### config.mk
export PLATFORM = sky130hd
export DESIGN_NAME = shifter_arbiter
export DESIGN_NICKNAME = d
export VERILOG_FILES = /design/src/rtl/shifter_arbiter.sv
export SDC_FILE = /design/constraint.sdc
export NUM_CORES = 1
export LEC_CHECK = 0
export CELL_PAD_IN_SITES_DETAIL_PLACEMENT = 1
export CELL_PAD_IN_SITES_GLOBAL_PLACEMENT = 2
export CORE_UTILIZATION = 23
export CTS_BUF_LIST = sky130_fd_sc_hd__clkbuf_8
export DETAILED_ROUTE_END_ITERATION = 12
export PLACE_DENSITY_LB_ADDON = 0.1
export SETUP_SLACK_MARGIN = 0.1
export SLEW_MARGIN = 20
export SYNTH_ARGS = -nofsm -noshare
export SYNTH_HDL_FRONTEND = slang
export SYNTH_SLANG_ARGS = --single-unit
### constraint.sdc
create_clock -name clk -period 3.36 [get_ports clk]
set_input_delay 0.504 -clock clk [delete_from_list [all_inputs] [get_ports clk]]
set_output_delay 0.504 -clock clk [all_outputs]
set_load 0.02 [all_outputs]
### src/rtl/shifter_arbiter.sv
`default_nettype none
// ============================================================================
// Module   : shifter_arbiter
// Brief    : Two-requester arbiter/sequencer for a shared 32-bit barrel shifter.
//            Optional round-robin arbitration via `SHIFT_ARB_RR_EN.
// Revision : 1.0
// ============================================================================
module shifter_arbiter #(
    parameter int W  = 32,
    parameter int AW = 6
) (
    input  logic          clk,
    input  logic          rst_n,
    input  logic          req_valid_0,
    input  logic          req_valid_1,
    output logic          req_ready_0,
    output logic          req_ready_1,
    input  logic [W-1:0]  req_data_0,
    input  logic [W-1:0]  req_data_1,
    input  logic [AW-1:0] req_amt_0,
    input  logic [AW-1:0] req_amt_1,
    input  logic [1:0]    req_op_0,
    input  logic [1:0]    req_op_1,
    output logic          resp_valid_0,
    output logic          resp_valid_1,
    input  logic          resp_ready_0,
    input  logic          resp_ready_1,
    output logic [W-1:0]  resp_data,
    output logic [W-1:0]  sh_in,
    output logic [5:0]    sh,
    output logic          sh_rotate,
    output logic          shift_LeftRight,
    output logic          rotate_LeftRight,
    input  logic [W-1:0]  sh_out
);

    typedef enum logic [1:0] {
        S_IDLE = 2'd0,
        S_EXEC = 2'd1,
        S_RESP = 2'd2
    } state_t;

    state_t         r_state;
    state_t         w_next;
    logic           r_owner;
    logic [W-1:0]   r_data;
    logic [W-1:0]   r_resp_data;
    logic [4:0]     r_amt;
    logic [1:0]     r_op;
    logic           r_zero;

    logic           w_prio1;
    logic           w_grant0;
    logic           w_grant1;
    logic           w_accept;
    logic           w_resp_fire;
    logic [W-1:0]   w_data;
    logic [AW-1:0]  w_amt;
    logic [1:0]     w_op;

`ifdef SHIFT_ARB_RR_EN
    // Pointer set means requester 1 wins a tie; it flips to the non-owner
    // whenever a response completes.
    logic r_ptr;

    always_ff @(posedge clk) begin
        if (!rst_n) begin
            r_ptr <= 1'b0;
        end else if (w_resp_fire) begin
            r_ptr <= ~r_owner;
        end
    end

    assign w_prio1 = r_ptr;
`else
    assign w_prio1 = 1'b0;
`endif

    assign w_grant0    = req_valid_0 & (~req_valid_1 | ~w_prio1);
    assign w_grant1    = req_valid_1 & (~req_valid_0 |  w_prio1);
    assign w_accept    = rst_n & (r_state == S_IDLE) & (w_grant0 | w_grant1);
    assign w_resp_fire = (r_state == S_RESP) & (r_owner ? resp_ready_1 : resp_ready_0);

    assign w_data = w_grant1 ? req_data_1 : req_data_0;
    assign w_amt  = w_grant1 ? req_amt_1  : req_amt_0;
    assign w_op   = w_grant1 ? req_op_1   : req_op_0;

    assign resp_valid_0 = (r_state == S_RESP) & ~r_owner;
    assign resp_valid_1 = (r_state == S_RESP) &  r_owner;
    assign resp_data    = r_resp_data;

    always_ff @(posedge clk) begin
        if (!rst_n) begin
            r_state <= S_IDLE;
        end else begin
            r_state <= w_next;
        end
    end

    always_comb begin
        w_next           = r_state;
        req_ready_0      = 1'b0;
        req_ready_1      = 1'b0;
        sh_in            = '0;
        sh               = '0;
        sh_rotate        = 1'b0;
        shift_LeftRight  = 1'b0;
        rotate_LeftRight = 1'b0;
        case (r_state)
            S_IDLE: begin
                req_ready_0 = rst_n & w_grant0;
                req_ready_1 = rst_n & w_grant1;
                if (w_accept) begin
                    w_next = S_EXEC;
                end
            end
            S_EXEC: begin
                sh_in            = r_data;
                sh               = {1'b0, r_amt};
                sh_rotate        = r_op[1];
                shift_LeftRight  = ~r_op[1] & ~r_op[0];
                rotate_LeftRight =  r_op[1] & ~r_op[0];
                w_next           = S_RESP;
            end
            S_RESP: begin
                if (w_resp_fire) begin
                    w_next = S_IDLE;
                end
            end
            default: w_next = S_IDLE;
        endcase
    end

    // Shifts of 32 or more flush the operand entirely; rotates just wrap.
    always_ff @(posedge clk) begin
        if (!rst_n) begin
            r_owner     <= 1'b0;
            r_data      <= '0;
            r_amt       <= '0;
            r_op        <= '0;
            r_zero      <= 1'b0;
            r_resp_data <= '0;
        end else begin
            if (w_accept) begin
                r_owner <= w_grant1;
                r_data  <= w_data;
                r_amt   <= w_amt[4:0];
                r_op    <= w_op;
                r_zero  <= ~w_op[1] & (|w_amt[AW-1:5]);
            end
            if (r_state == S_EXEC) begin
                r_resp_data <= r_zero ? '0 : sh_out;
            end
        end
    end

endmodule
`default_nettype wire

# Word-level counts from Yosys, hierarchy flattened
# Index checks and enable logic that the tools add are counted.
[totals]
regBits = 75
out_inout_bits = 77
elab_cells = 45
[op_classes]
eq_ne = 4
n_mux = 15
bitwise_logic = 17
reduce_logical = 2
[ops]
columns = ["cell", "count"]
rows = [
  ["$mux 32", 3],
  ["$and 1x1->1", 11],
  ["$mux 1", 6],
  ["$mux 2", 3],
  ["$mux 6", 1],
  ["$pmux 2 s3", 1],
  ["$mux 5", 1],
  ["$not 1->1", 5],
  ["$ne 2x2->1 const B", 2],
  ["$eq 2x1->1 const B", 1],
  ["$eq 2x2->1 const B", 1],
  ["$logic_not 2->1", 1],
  ["$reduce_and 2->1", 1],
  ["$or 1x1->1", 1],
]

# Longest topological paths before layout
[logic_depth]
ltp_word = 6
depth_mapped = 5

# Least setup slack after synthesis
# Ideal clock, no wire load.
[synth_path]
path_type = "register to output"
from = "reg r_state[0]"
to = "out rotate_LeftRight"
arrival_time_ps = 1307
required_ps = 2856
slack_ps = 1549
stages_incl_launch_ff = 5
cell_sequence = "dfxtp_1 -> nor2b_1 -> buf_4 -> and2_1 -> nor2b_1"
[synth_between]
elab_chain_len = 2
[synth_rtl]
columns = ["element", "line", "text"]
rows = [
  ["start: declaration", "43", "state_t r_state;"],
  ["start signal: assignment", "96", "r_state <= w_next;"],
  ["$eq 2x1->1", "109", "case (r_state)"],
  ["$mux 1", "109", ""],
  ["end: declaration", "33", "output logic rotate_LeftRight,"],
]
# Every way passes these cells.

# Final worst setup path
[layout_path]
from = "reg r_state[0]"
to = "out sh_in[1]"
[layout_between]
elab_chain_len = 2
[layout_rtl]
columns = ["element", "line", "text"]
rows = [
  ["$eq 2x1->1", "109", ""],
  ["$mux 32", "109", ""],
  ["end: declaration", "29", "output logic [W-1:0] sh_in,"],
]
# Every way passes these cells.

==> results.txt <==
status -> complete, no violations
CTS tree -> yes
Sequential Power Share -> 0.422
WL/cell -> 16.6 um
Final GP Congestion -> 0.690
Clock Latency Late Sink -> 360 ps
routed wl met2 -> 5780 um
input/output buffers -> 193
Slew @ Worst Pin -> 971 ps
P_int -> 1.75 mW
cell area after synthesis -> 3360 um2
Yosys reg bits -> 75
wl on met1 -> 4710 um
crit path kind -> reg2out
Final min period -> 2830 ps
placed cell area -> 5380 um2
first-pass GRT wire length -> 17800 um
largest net degree at the start of global routing -> 42
top-level port count -> 195
final hold vios -> 0
unrepaired setup endpoints after global routing -> false
Max Slew Vio Count -> 0
critical-path maximum fanout -> 17
Max Used Layer -> met4
layout cell share with drive strength beyond 1 -> 0.0492
crit path capture type -> output port
postcts setup bufs -> 0
post-route setup slack -> 531 ps
fmax -> 353 MHz
Clock Sink Count -> 75
total CTS buffers -> 9
Setup Skew -> 8.47 ps
initial antenna violation count -> 0
dpl ws -> 871 ps
full die area -> 15100 um2
cell area power density -> 428 nW/um2
Clock Path Buffers -> 2
static leakage power -> 1.99 nW
hold_buf cts -> 0
chip height -> 123 um
cell count after synthesis -> 344
Resize count post-CTS -> 0
DR vias -> 3221
Total Neg Setup Slack -> 0 ps
Layout Utilization -> 0.400
xor/xnor share of the synthesized area -> 0
worst min-delay path class -> reg2reg
initial core utilization -> 0.239
Max-slew headroom -> 0.352
Antenna Cells -> 0
Synth Area in Adders -> 0
simple-gate area share of the yosys netlist -> 0.207
H-tree Lvls -> 3
total gr overflow -> 0
post-synthesis mux area share -> 0.122
routed wl met3 -> 1090 um
GRT Resource Usage Total -> 0.157
Unique masters post-synth -> 25
Syn-to-layout area delta -> 67.5%
number of global-route vias before repair -> 3379
Worst-path clk slew -> 80 ps
Worst VDD drop -> 0.252 mV
Post-Layout Cell Count -> 708
Sw Pwr -> 0.656 mW
commonest cells after routing, fill and taps aside -> clkdlybuf4s50_1 (193), dfxtp_1 (75), mux2i_1 (41), o2bb2ai_1 (40), and2_1 (38)
Core ar. -> 14000 um2
Clock Power Share -> 0.356
max cap viols -> 0
Worst Path Arrival -> 2330 ps
row count -> 43
largest family of logic cells by synthesized area -> simple AND/OR/NAND/NOR gates
Yosys Warn Count -> 0
element type at the critical path start -> flip-flop
Root Driver -> clkbuf_8
Filler cells -> 1582
Final period util -> 0.842
fin area -> 5620 um2
1st-iter DRT viols -> 113
Req. time, crit path -> 2860 ps
DP Cell Count -> 692
Vias/cell -> 4.55
DRC -> 0
first-pass iteration count of the detailed router -> 4
Syn Area/Cell -> 9.76 um2
Die X -> 123 um
most common cell after layout, fill and taps aside -> clkdlybuf4s50_1
Synth Area in Compound Gates -> 0.160
Logic pwr share -> 0.222
DP Wirelength -> 8120 um
Seq/Total Area, Yosys -> 0.447
Syn Nets -> 462
Fin Hold WS -> 456 ps
final net count -> 641
ANT nets after route -> 0
Final Setup Violations -> 0
Switching Fraction -> 0.273
Total Power -> 2.41 mW
DRT Wirelength -> 11700 um
-- worst paths after layout --
kind	start	endpoint	slack, ps	cells after the start
setup / recovery	r_state[0]	sh_in[1]	530	4
hold / removal	resp_data[8]	resp_data[8]	460	2
setup reg to reg	r_state[1]	r_data[7]	1720	2
hold reg to reg	resp_data[8]	resp_data[8]	460	2
-- synthesized netlist by cell type, drive strengths merged --
master,n,area share
a211oi,1,0.0022
o31a,1,0.0026
nor3b,1,0.0022
clkinv,1,0.0011
conb,1,0.0011
a21oi,34,0.051
nor3,1,0.0015
nand2b,1,0.0019
mux2i,41,0.12
nor2b,5,0.0093
and2,38,0.071
o2bb2ai,40,0.10
clkbuf,13,0.015
nor2,2,0.0030
inv,1,0.0011
nand2,32,0.036
and3,2,0.0037
buf,19,0.045
and3b,1,0.0026
dfxtp,75,0.45
nand3b,34,0.076
-- kinds of logic (layout without fill, tap and decap cells) --
kind of cell | after synthesis | after routing
DFF | 75 | 75
and+or+nand+nor | 117 | 117
muxes | 41 | 41
other | 1 | 1
AOI/OAI and AO/OA | 76 | 76
buffers and inverters | 34 | 218
-- worst max-delay path, cell delays in order, from the launching register on --
cell and delay [ps]:
dfxtp_1 460, nor2b_4 410, buf_4 290, and2_1 160
clkdlybuf4s50_1 630
-- metal layers --
| metal | vias up | track usage |
|---|---|---|
| met5 | - | 0 |
| met4 | 0 | 0.0488 |
| met3 | 8 | 0.0743 |
| met2 | 117 | 0.277 |
| met1 | 1533 | 0.164 |
| li1 | 1563 | - |
-- layout make-up --
| class | count | area (um2) | area share |
|---|---|---|---|
| repair buffers | 200 | 1980 | 0.353 |
| multi-input cells | 235 | 1660 | 0.296 |
| flip-flops and latches | 75 | 1500 | 0.267 |
| well taps | 180 | 225 | 0.0401 |
| clock buffers | 9 | 124 | 0.0220 |
| clock inverters | 7 | 118 | 0.0209 |
| inverters | 2 | 7.51 | 0.00134 |
-- registers in the layout, indices dropped and copies added, names as in the netlist --
register,cells
r_op,2
resp_data,32
r_data,32
r_owner,1
r_amt,5
r_zero,1
r_state,2
-- power by group through the flow --
stage / Combinational, mW / Sequential, mW / Clock (mW)
global route: 0.580 / 1.03 / 0.931
CTS: 0.548 / 1.02 / 0.894
global placement: 0.538 / 1.03 / 0
finish: 0.535 / 1.01 / 0.856
floorplan: 0.241 / 1.05 / 0
detailed placement: 0.546 / 1.03 / 0
No activity file was read; power rests on OpenSTA's default activity.
